$ cat config.mk
export PLATFORM = sky130hd
export DESIGN_NAME = pic_int_sequencer_flat
export DESIGN_NICKNAME = d
export VERILOG_FILES = /design/src/rtl/pic_int_sequencer_if.sv /design/src/rtl/pic_int_sequencer.sv /design/src/flat_wrapper.sv
export SDC_FILE = /design/constraint.sdc
export NUM_CORES = 1
export LEC_CHECK = 0
export BUFFER_PORTS_ARGS = -buffer_cell sky130_fd_sc_hd__buf_2
export CORE_MARGIN = 2
export CORE_UTILIZATION = 40
export CTS_CLUSTER_DIAMETER = 50
export DETAILED_ROUTE_END_ITERATION = 8
export GPL_TIMING_DRIVEN = 0
export PLACE_DENSITY_LB_ADDON = 0.08
export SLEW_MARGIN = 0
export SYNTH_ARGS = -nofsm -noshare
export SYNTH_HDL_FRONTEND = slang
export SYNTH_SLANG_ARGS = --single-unit
export TNS_END_PERCENT = 5
$ cat constraint.sdc
create_clock -name clk -period 11 [get_ports clk]
set_clock_uncertainty 0.1 [all_clocks]
set_input_delay 0.55 -clock clk [delete_from_list [all_inputs] [get_ports clk]]
set_output_delay 0.55 -clock clk [all_outputs]
set_load 0.05 [all_outputs]
$ cat src/rtl/pic_int_sequencer_if.sv
// Bus bundle between the PIC control logic / IR pins and the interrupt sequencing core.
// The core connects through the slave modport; the control side uses master.
interface pic_int_sequencer_if;
   logic [7:0] ir;
   logic [7:0] imr;
   logic       ltim;
   logic       aeoi;
   logic       rot_aeoi;
   logic [4:0] vec_base;
   logic       inta_stb;
   logic       eoi_stb;
   logic       eoi_spec;
   logic       eoi_rot;
   logic [2:0] eoi_lvl;
   logic       setpri_stb;
   logic       int_out;
   logic [7:0] vec_out;
   logic       vec_oe;
   logic [7:0] irr;
   logic [7:0] isr;

   modport master (
      output ir, imr, ltim, aeoi, rot_aeoi, vec_base, inta_stb,
             eoi_stb, eoi_spec, eoi_rot, eoi_lvl, setpri_stb,
      input  int_out, vec_out, vec_oe, irr, isr
   );

   modport slave (
      input  ir, imr, ltim, aeoi, rot_aeoi, vec_base, inta_stb,
             eoi_stb, eoi_spec, eoi_rot, eoi_lvl, setpri_stb,
      output int_out, vec_out, vec_oe, irr, isr
   );
endinterface

$ cat src/rtl/pic_int_sequencer.sv
// PIC interrupt sequencing core: IRR/ISR, rotating priority resolver,
// two-strobe INTA handshake and EOI/rotation handling.
//
// state  | meaning
// S_IDLE | no request to CPU; waiting for a pending level
// S_REQ  | int_out high; waiting for first INTA strobe
// S_ACK1 | level frozen in ack_lvl; waiting for second INTA strobe to drive vector
module pic_int_sequencer (
   input  logic                       clk,
   input  logic                       rst_n,
   pic_int_sequencer_if.slave         bus
);

   localparam logic [1:0] S_IDLE = 2'd0;
   localparam logic [1:0] S_REQ  = 2'd1;
   localparam logic [1:0] S_ACK1 = 2'd2;

   logic [1:0] r_state;
   logic [7:0] r_irr;
   logic [7:0] r_isr;
   logic [7:0] r_ir_prev;
   logic [2:0] r_lp;
   logic [2:0] r_ack_lvl;
   logic       r_spur;
   logic       r_int_out;
   logic [7:0] r_vec_out;
   logic       r_vec_oe;

   logic [7:0] w_elig;
   logic [3:0] w_cand_res;
   logic [3:0] w_isr_res;
   logic       w_cand_vld;
   logic [2:0] w_cand;
   logic       w_isr_vld;
   logic [2:0] w_isr_hi;
   logic       w_pending;

   logic [1:0] w_state_nxt;
   logic [2:0] w_ack_nxt;
   logic       w_spur_nxt;
   logic [7:0] w_isr_set;
   logic [7:0] w_isr_clr;
   logic [7:0] w_irr_ack;
   logic [7:0] w_irr_nxt;
   logic [2:0] w_lp_nxt;
   logic       w_vec_load;

   // Returns {valid, level} of the highest-priority set bit; level lp+1 ranks first.
   function automatic logic [3:0] f_resolve(input logic [7:0] v, input logic [2:0] lp);
      logic [3:0] res;
      logic [2:0] lvl;
      res = 4'b0000;
      for (int i = 8; i >= 1; i--) begin
         lvl = lp + 3'(i);
         if (v[lvl]) res = {1'b1, lvl};
      end
      return res;
   endfunction

   function automatic logic [2:0] f_rank(input logic [2:0] lvl, input logic [2:0] lp);
      return lvl - lp - 3'd1;
   endfunction

   assign w_elig     = r_irr & ~bus.imr;
   assign w_cand_res = f_resolve(w_elig, r_lp);
   assign w_isr_res  = f_resolve(r_isr, r_lp);
   assign w_cand_vld = w_cand_res[3];
   assign w_cand     = w_cand_res[2:0];
   assign w_isr_vld  = w_isr_res[3];
   assign w_isr_hi   = w_isr_res[2:0];
   assign w_pending  = w_cand_vld &&
                       (!w_isr_vld || (f_rank(w_cand, r_lp) < f_rank(w_isr_hi, r_lp)));

   always_comb begin
      w_state_nxt = r_state;
      w_ack_nxt   = r_ack_lvl;
      w_spur_nxt  = r_spur;
      w_isr_set   = 8'h00;
      w_isr_clr   = 8'h00;
      w_irr_ack   = 8'h00;
      w_lp_nxt    = r_lp;
      w_vec_load  = 1'b0;

      case (r_state)
         S_IDLE: begin
            if (bus.inta_stb) begin
               w_state_nxt = S_ACK1;
               w_ack_nxt   = 3'd7;
               w_spur_nxt  = 1'b1;
            end else if (w_pending) begin
               w_state_nxt = S_REQ;
            end
         end
         S_REQ: begin
            if (bus.inta_stb) begin
               w_state_nxt = S_ACK1;
               if (w_cand_vld) begin
                  w_ack_nxt  = w_cand;
                  w_spur_nxt = 1'b0;
                  w_isr_set  = 8'd1 << w_cand;
                  w_irr_ack  = 8'd1 << w_cand;
               end else begin
                  w_ack_nxt  = 3'd7;
                  w_spur_nxt = 1'b1;
               end
            end
         end
         S_ACK1: begin
            if (bus.inta_stb) begin
               w_state_nxt = S_IDLE;
               w_vec_load  = 1'b1;
               if (bus.aeoi && !r_spur) begin
                  w_isr_clr = 8'd1 << r_ack_lvl;
                  if (bus.rot_aeoi) w_lp_nxt = r_ack_lvl;
               end
            end
         end
         default: w_state_nxt = S_IDLE;
      endcase

      if (bus.eoi_stb) begin
         if (bus.eoi_spec) begin
            w_isr_clr = w_isr_clr | (8'd1 << bus.eoi_lvl);
            if (bus.eoi_rot) w_lp_nxt = bus.eoi_lvl;
         end else if (w_isr_vld) begin
            w_isr_clr = w_isr_clr | (8'd1 << w_isr_hi);
            if (bus.eoi_rot) w_lp_nxt = w_isr_hi;
         end
      end

      if (bus.setpri_stb) w_lp_nxt = bus.eoi_lvl;
   end

   // Edge mode: a new rising edge sets; a low input or an acknowledge clears.
   always_comb begin
      w_irr_nxt = 8'h00;
      if (bus.ltim) w_irr_nxt = bus.ir;
      else          w_irr_nxt = (r_irr & bus.ir & ~w_irr_ack) | (bus.ir & ~r_ir_prev);
   end

   always_ff @(posedge clk or negedge rst_n) begin
      if (!rst_n) begin
         r_state   <= S_IDLE;
         r_irr     <= 8'h00;
         r_isr     <= 8'h00;
         r_ir_prev <= 8'h00;
         r_lp      <= 3'd7;
         r_ack_lvl <= 3'd7;
         r_spur    <= 1'b0;
         r_int_out <= 1'b0;
         r_vec_out <= 8'h00;
         r_vec_oe  <= 1'b0;
      end else begin
         r_state   <= w_state_nxt;
         r_irr     <= w_irr_nxt;
         r_isr     <= (r_isr & ~w_isr_clr) | w_isr_set;
         r_ir_prev <= bus.ir;
         r_lp      <= w_lp_nxt;
         r_ack_lvl <= w_ack_nxt;
         r_spur    <= w_spur_nxt;
         r_int_out <= (w_state_nxt == S_REQ);
         r_vec_oe  <= w_vec_load;
         if (w_vec_load) r_vec_out <= {bus.vec_base, r_ack_lvl};
      end
   end

   assign bus.int_out = r_int_out;
   assign bus.vec_out = r_vec_out;
   assign bus.vec_oe  = r_vec_oe;
   assign bus.irr     = r_irr;
   assign bus.isr     = r_isr;

endmodule

$ cat src/flat_wrapper.sv
// flat-port wrapper written by rule: the top's interface ports become plain ports
module pic_int_sequencer_flat 
  (clk, rst_n, bus_ir, bus_imr, bus_ltim, bus_aeoi, bus_rot_aeoi, bus_vec_base, bus_inta_stb, bus_eoi_stb, bus_eoi_spec, bus_eoi_rot, bus_eoi_lvl, bus_setpri_stb, bus_int_out, bus_vec_out, bus_vec_oe, bus_irr, bus_isr);
  pic_int_sequencer_if bus_i ();
  input  logic clk;
  input  logic rst_n;
  input wire logic [$bits(bus_i.ir)-1:0] bus_ir;
  input wire logic [$bits(bus_i.imr)-1:0] bus_imr;
  input wire logic [$bits(bus_i.ltim)-1:0] bus_ltim;
  input wire logic [$bits(bus_i.aeoi)-1:0] bus_aeoi;
  input wire logic [$bits(bus_i.rot_aeoi)-1:0] bus_rot_aeoi;
  input wire logic [$bits(bus_i.vec_base)-1:0] bus_vec_base;
  input wire logic [$bits(bus_i.inta_stb)-1:0] bus_inta_stb;
  input wire logic [$bits(bus_i.eoi_stb)-1:0] bus_eoi_stb;
  input wire logic [$bits(bus_i.eoi_spec)-1:0] bus_eoi_spec;
  input wire logic [$bits(bus_i.eoi_rot)-1:0] bus_eoi_rot;
  input wire logic [$bits(bus_i.eoi_lvl)-1:0] bus_eoi_lvl;
  input wire logic [$bits(bus_i.setpri_stb)-1:0] bus_setpri_stb;
  output wire logic [$bits(bus_i.int_out)-1:0] bus_int_out;
  output wire logic [$bits(bus_i.vec_out)-1:0] bus_vec_out;
  output wire logic [$bits(bus_i.vec_oe)-1:0] bus_vec_oe;
  output wire logic [$bits(bus_i.irr)-1:0] bus_irr;
  output wire logic [$bits(bus_i.isr)-1:0] bus_isr;
  assign bus_i.ir = bus_ir;
  assign bus_i.imr = bus_imr;
  assign bus_i.ltim = bus_ltim;
  assign bus_i.aeoi = bus_aeoi;
  assign bus_i.rot_aeoi = bus_rot_aeoi;
  assign bus_i.vec_base = bus_vec_base;
  assign bus_i.inta_stb = bus_inta_stb;
  assign bus_i.eoi_stb = bus_eoi_stb;
  assign bus_i.eoi_spec = bus_eoi_spec;
  assign bus_i.eoi_rot = bus_eoi_rot;
  assign bus_i.eoi_lvl = bus_eoi_lvl;
  assign bus_i.setpri_stb = bus_setpri_stb;
  assign bus_int_out = bus_i.int_out;
  assign bus_vec_out = bus_i.vec_out;
  assign bus_vec_oe = bus_i.vec_oe;
  assign bus_irr = bus_i.irr;
  assign bus_isr = bus_i.isr;
  pic_int_sequencer u_core (.clk(clk), .rst_n(rst_n), .bus(bus_i));
endmodule
### Word-level counts from Yosys, hierarchy flattened

Index checks and enable logic that the tools add are counted.
W data, S select, Z words.

| cells by class | value |
|---|---|
| add/sub/neg operators | 11 |
| divide/modulo/power cells | 0 |
| bitwise gates (word level) | 13 |
| equality and inequality tests | 5 |
| magnitude comparators | 9 |
| multipliers | 0 |
| reduce and logical (&&, ||, !) cells | 8 |
| shifts and indexed selects | 4 |
| mux-type cells | 83 |

Operators with widths:

| operator | number |
|---|---|
| $mux W8 | 10 |
| $mux W4 | 16 |
| $bmux W1 S3 | 16 |
| $and A8 B8 Y8 | 5 |
| $mux W3 | 13 |
| $lt A3 B4 Y1 const B | 8 |
| $not A8 Y8 | 4 |
| $or A8 B8 Y8 | 4 |
| $shl A1 B3 Y8 const A | 4 |
| $mux W1 | 21 |
| $add A3 B3 Y3 const B | 4 |
| $mux W2 | 4 |
| $add A3 B2 Y3 const B | 2 |
| $pmux W2 S3 | 1 |
| $pmux W3 S2 | 1 |
| $sub A3 B1 Y3 const B | 2 |
| $sub A3 B3 Y3 | 2 |
| $eq A2 B1 Y1 const B | 2 |
| $ne A2 B2 Y1 const B | 2 |
| $add A3 B1 Y3 const B | 1 |
| $lt A3 B3 Y1 | 1 |
| $reduce_and A3 Y1 | 1 |
| $eq A2 B2 Y1 const B | 1 |
| $logic_and A1 B1 Y1 | 2 |
| other kinds (5) | 6 |

| storage, ports and cells | value |
|---|---|
| bits of input ports | 34 |
| flip-flop bits (word level) | 43 |
| memories | 0 |
| RAM bits | 0 |
| ROM bits | 0 |
| logic and storage cells | 143 |
| latch bits | 0 |
| output and inout port bits | 26 |

### Depth between registers and ports, before layout

| logic depth | value |
|---|---|
| depth after elaboration | 21 |
| gate-level depth with buffers | 21 |
| gate-level depth less buffers | 18 |

### Least setup slack after synthesis

No wires, ideal clock.

| path | value |
|---|---|
| path type | reg-to-reg |
| start | register u_core.r_lp[1] |
| end | register u_core.r_int_out (netlist: u_core.bus.int_out) |
| period minus slack after synthesis | 4.573 ns |
| setup slack | 6.427 ns |
| required time | 10.814 ns |
| buffers on the path | 3 |
| stages on the path, launching flop included | 22 |
| data arrival time | 4.387 ns |
| setup time | 0.086 ns |
| cells stage by stage | dfstp_2 buf_6 buf_2 inv_2 ha_1 buf_2 xnor2_1 mux4_2 mux2i_1 o2111ai_1 a211o_1 nand3_2 inv_2 ha_1 fa_1 xor2_1 xnor2_1 ha_1 nor2b_1 o21ai_0 a21oi_1 nor3_1 |

| between the ends | value |
|---|---|
| longest elaborated chain between the ends | 19 |
| elaborated cells between the ends (all ways) | 67 |
| those cells by class | 11 x add/sub; 1 x order compare; 1 x eq/ne; 51 x mux; 3 x reduce/logical |

RTL lines:

| item | RTL line | RTL |
|---|---|---|
| start: declaration | pic_int_sequencer.sv:22 | `logic [2:0] r_lp;` |
| start signal: assignment | pic_int_sequencer.sv:158 | `r_lp <= w_lp_nxt;` |
| $add A3 B3 Y3 / $bmux W1 S3 (equally long branches) | pic_int_sequencer.sv:54, pic_int_sequencer.sv:55 |  |
| $bmux W1 S3 / $mux W1 (equally long branches) | pic_int_sequencer.sv:55 | `if (v[lvl]) res = {1'b1, lvl};` |
| $mux W1 (not written as such) / $mux W4 (equally long branches) | pic_int_sequencer.sv:55 |  |
| $mux W4 (7 in series) | pic_int_sequencer.sv:55 |  |
| $sub A3 B3 Y3 | pic_int_sequencer.sv:61 | `return lvl - lp - 3'd1;` |
| $sub A3 B1 Y3 | pic_int_sequencer.sv:61 |  |
| $lt A3 B3 Y1 | pic_int_sequencer.sv:72 | `(!w_isr_vld \|\| (f_rank(w_cand, r_lp) < f_rank(w_isr_hi, r_lp)));` |
| $logic_or A1 B1 Y1 | pic_int_sequencer.sv:72 |  |
| $logic_and A1 B1 Y1 (*) | pic_int_sequencer.sv:71 | `assign w_pending = w_cand_vld &&` |
| $mux W2 (*) | pic_int_sequencer.sv:90 | `end else if (w_pending) begin` |
| $mux W2 (*) | pic_int_sequencer.sv:86 | `if (bus.inta_stb) begin` |
| $pmux W2 S3 (*) | pic_int_sequencer.sv:84 | `case (r_state)` |
| $eq A2 B1 Y1 (*) | pic_int_sequencer.sv:161 | `r_int_out <= (w_state_nxt == S_REQ);` |
| end signal: assignment | pic_int_sequencer.sv:161 |  |
| end: declaration | pic_int_sequencer.sv:25 | `logic r_int_out;` |

Every way passes the cells marked *; elsewhere a longest branch is shown, timed or not. The select of a mux whose other input is x is not followed.
A chain may end at the register's enable or synchronous reset.

### Worst setup path in the final report

Same ends and word-level chain as after synthesis.

==> results.md <==
* Status: complete, no violations
* Synth Area in Adders at 2.95%
* Reg2reg start: u_core.r_lp[1]$_DFF_PN1_
* Fin cells at 605
* Vias in the first global route at approximately 3400
* CP Data Arrival Time at around 5.6 ns
* Metal3 WL at between 500 and 600 um
* Dpl hpwl at 8.81 mm
* Crit path max-delay cell type: dfstp_2
* Final Setup Violations at 0
* Rows at 36
* Remaining DRCs at 0
* Final Hold Viols at 0
* FFs w/ async S/R, synth at 100%
* Nets at 513
* Pwr dens at 299 nW/um^2
* Core region area at approximately 9600 sq um
* Peak Freq at around 180 MHz
* Total wire length at 11.5 mm
* Worst-path fanout max at 10
* Met2 Routed Length at 5.57 mm
* Simple-Gate Fraction of Synth Area at 23.3%
* Mapped Cells at slightly above 400
* Clk slew on worst S/H paths at 0.09 ns
* Post-CTS setup repair buffer count at 0
* CTS tree: done
* # port buffers at a little under 60
* # fillers at 966
* Max Used Layer: met4
* First-pass GRT wire length at approximately 18 mm
* Global route overflow at 0
* Synth area leaders: dfrtp_1, mux4_2, mux2i_1
* Slowest stage delay, CP at 0.55 ns
* Later-pin clock latency in the skew report at 0.31 ns
* Crit path top cell by count: ha_1
* Dominant cell type by area after synthesis: dfrtp_1
* Setup CP Type: reg -> reg
* CTS HTree Levels at 2
* Hold buffer count at CTS at 0
* Yosys cell types at 81
* Max-slew violations at 0
* Clk sinks at 43
* Total area of sequential cells at 1080 sq um
* Die width at 103 um
* EDFF count, synth at 0
* Yosys warning total at 0
* Initial antenna violation count at 0
* Cells after DPL at 597
* Post-route ant nets at 0
* Largest net degree at the start of global routing at 44
* Layout area overhead at 14.6%
* Hold crit path type: in -> reg
* I/O Pins at 60
* Post-place setup slack at 5.52 ns
* RSZ-0062 raised after global routing: false
* Die H at 103 um
* CTS Buf Count at 5
* Main combinational cell family by area after synthesis: simple AND/OR/NAND/NOR gates
* Slew @ Worst Pin at around 0.99 ns
* Synthesized area per cell at 9.60 sq um
* Mux share of post-synthesis cell area at around a fifth
* Worst setup startpoint: u_core.r_lp[1]$_DFF_PN1_
* Worst setup margin at between 5 and 6 ns
* Setup TNS at 0 ns
* Post-synthesis cell area at 3900 sq um
* Initial DRC Count at about 180
* Post-synthesis sequential area ratio at about 28%
* Share of layout cells above drive strength 1 at 28.4%
* Vias at 3553
* Die area at 10500 sq um
* Wire per inst at ~19 um
* Count leader, synth: nand2_1
* Syn nets at 448
* Nature of the critical path endpoint: register
* Required time of the worst setup path at 11.13 ns
* Crit share post-route at about half
* Clk buf depth at 2
* Total chip power at 1.34 mW
* M1 wire length at 5.12 mm
* HP Start: bus_ir[6]
* Starting Density at 40.6%
* Worst path cell trace: buf_6, buf_2, inv_2, ha_1, buf_2, xnor2_1, mux4_2, mux2i_1, o2111ai_1, a211o_1, nand3_2, inv_2, ha_1, fa_1, xor2_1, xnor2_1, ha_1, nor2b_1, o21ai_0, a21oi_1, nor3_1
* Via density at 5.87
* CTS resizes at 0
* Compound-Gate Fraction of Synth Area at 18.2%
* Multi-input gate area at 2650 sq um
* Slew HR at 33.8%
* Pleak at roughly 1.9 nW
* Gp weighted congestion at approximately 0.9
* Clk root buf: clkbuf_8
* Diode count at 0
* GRT Total Usage at 22.7%
* Initial DRT Pass Iterations at 5
* Peak supply drop at 0.167 mV
* Post-synth top flop: dfrtp_1
* Post-route minimum period at ~5.5 ns
* CP startpoint kind: register
* Final core occ at 46.6%
* Most instantiated cells after synthesis: nand2_1, dfrtp_1, nor2_1
* Max Cap Viol at 0
* Post-synth top area share at 23.8%
* Register bit total from synthesis at between 40 and 50
* Synth Area in XOR/XNOR at around 2.6%
==> layer usage <==
| layer | global-route usage (%) | vias to the layer above |
|---|---|---|
| met5 | 0 | - |
| met4 | 6.36 | 0 |
| met3 | 2.71 | 16 |
| met2 | 37.7 | 104 |
| met1 | 31.5 | 1773 |
| li1 | - | 1660 |
==> critical path, delay by kind of cell, from the launching register on <==
kind,cells,cell delay (ns)
AO/OA/AOI/OAI,4,0.77
XOR/XNOR,3,0.79
adder cells (fa/ha/maj),4,1.08
buffers and inverters,5,0.93
flip-flops,1,0.55
multiplexers,2,0.69
AND/OR/NAND/NOR,3,0.46
==> state kept, by name, indices dropped and copies added (netlist names) <==
register,flops
u_core.bus.irr,8
u_core.bus.isr,8
u_core.bus.vec_out,8
u_core.r_ir_prev,8
u_core.r_ack_lvl,3
u_core.r_lp,3
u_core.r_state,2
u_core.bus.int_out,1
u_core.bus.vec_oe,1
u_core.r_spur,1
==> report_power, final <==
group          switching [mW]  total (mW)  internal, mW
Sequential             0.0507       0.258         0.207
Combinational           0.585       0.948         0.363
Clock                  0.0617       0.129        0.0677
Total                   0.698        1.34         0.637
==> layout make-up <==
cell class / count / area share [%]
clock buffers: 5 / 1.54
plain buffers: 15 / 2.38
well taps: 133 / 3.73
clock inverters: 3 / 0.980
multi-input cells: 334 / 59.4
flip-flops and latches: 43 / 24.3
inverters: 14 / 1.23
repair buffers: 58 / 6.50
==> cells in the final DEF (no fill, tap or decap), types with 8 or more instances in the layout <==
| master | count |
|---|---|
| nor3_1 | 8 |
| o21ai_0 | 17 |
| nor2_1 | 30 |
| dfrtp_1 | 37 |
| a21oi_1 | 16 |
| nand3b_1 | 8 |
| buf_2 | 62 |
| nand2_1 | 47 |
| mux4_2 | 21 |
| inv_1 | 8 |
| nor2b_1 | 11 |
| mux2i_1 | 18 |
| nand2b_1 | 22 |
==> cell families after synthesis <==
| logic type | Yosys count |
|---|---|
| xor+xnor | 10 |
| mux | 51 |
| simple gates | 167 |
| flops | 43 |
| fa+ha+maj | 8 |
| buf+inv | 29 |
| compound gates | 98 |
==> through the flow <==
step           instance area (sq um)  hold WS, ns
2_1_floorplan                   3900        0.154
3_3_place_gp                    4350        0.338
3_5_place_dp                    4350        0.353
4_1_cts                         4470        0.249
5_1_grt                         4470        0.249
6_report                        4470        0.253
==> worst paths after layout <==
path                                            endpoint  slack, ns  cells after the start
setup / recovery            u_core.bus.int_out$_DFF_PN0_       5.52                     21
hold / removal             u_core.r_ir_prev[6]$_DFF_PN0_       0.25                      1
setup reg to reg            u_core.bus.int_out$_DFF_PN0_       5.52                     21
hold reg to reg              u_core.bus.irr[7]$_DFF_PN0_       0.36                      1
max in group asynchronous    u_core.bus.isr[3]$_DFF_PN0_       9.89                      1
min in group asynchronous    u_core.bus.irr[7]$_DFF_PN0_       0.29                      1
(Power assumes the default switching activity.)
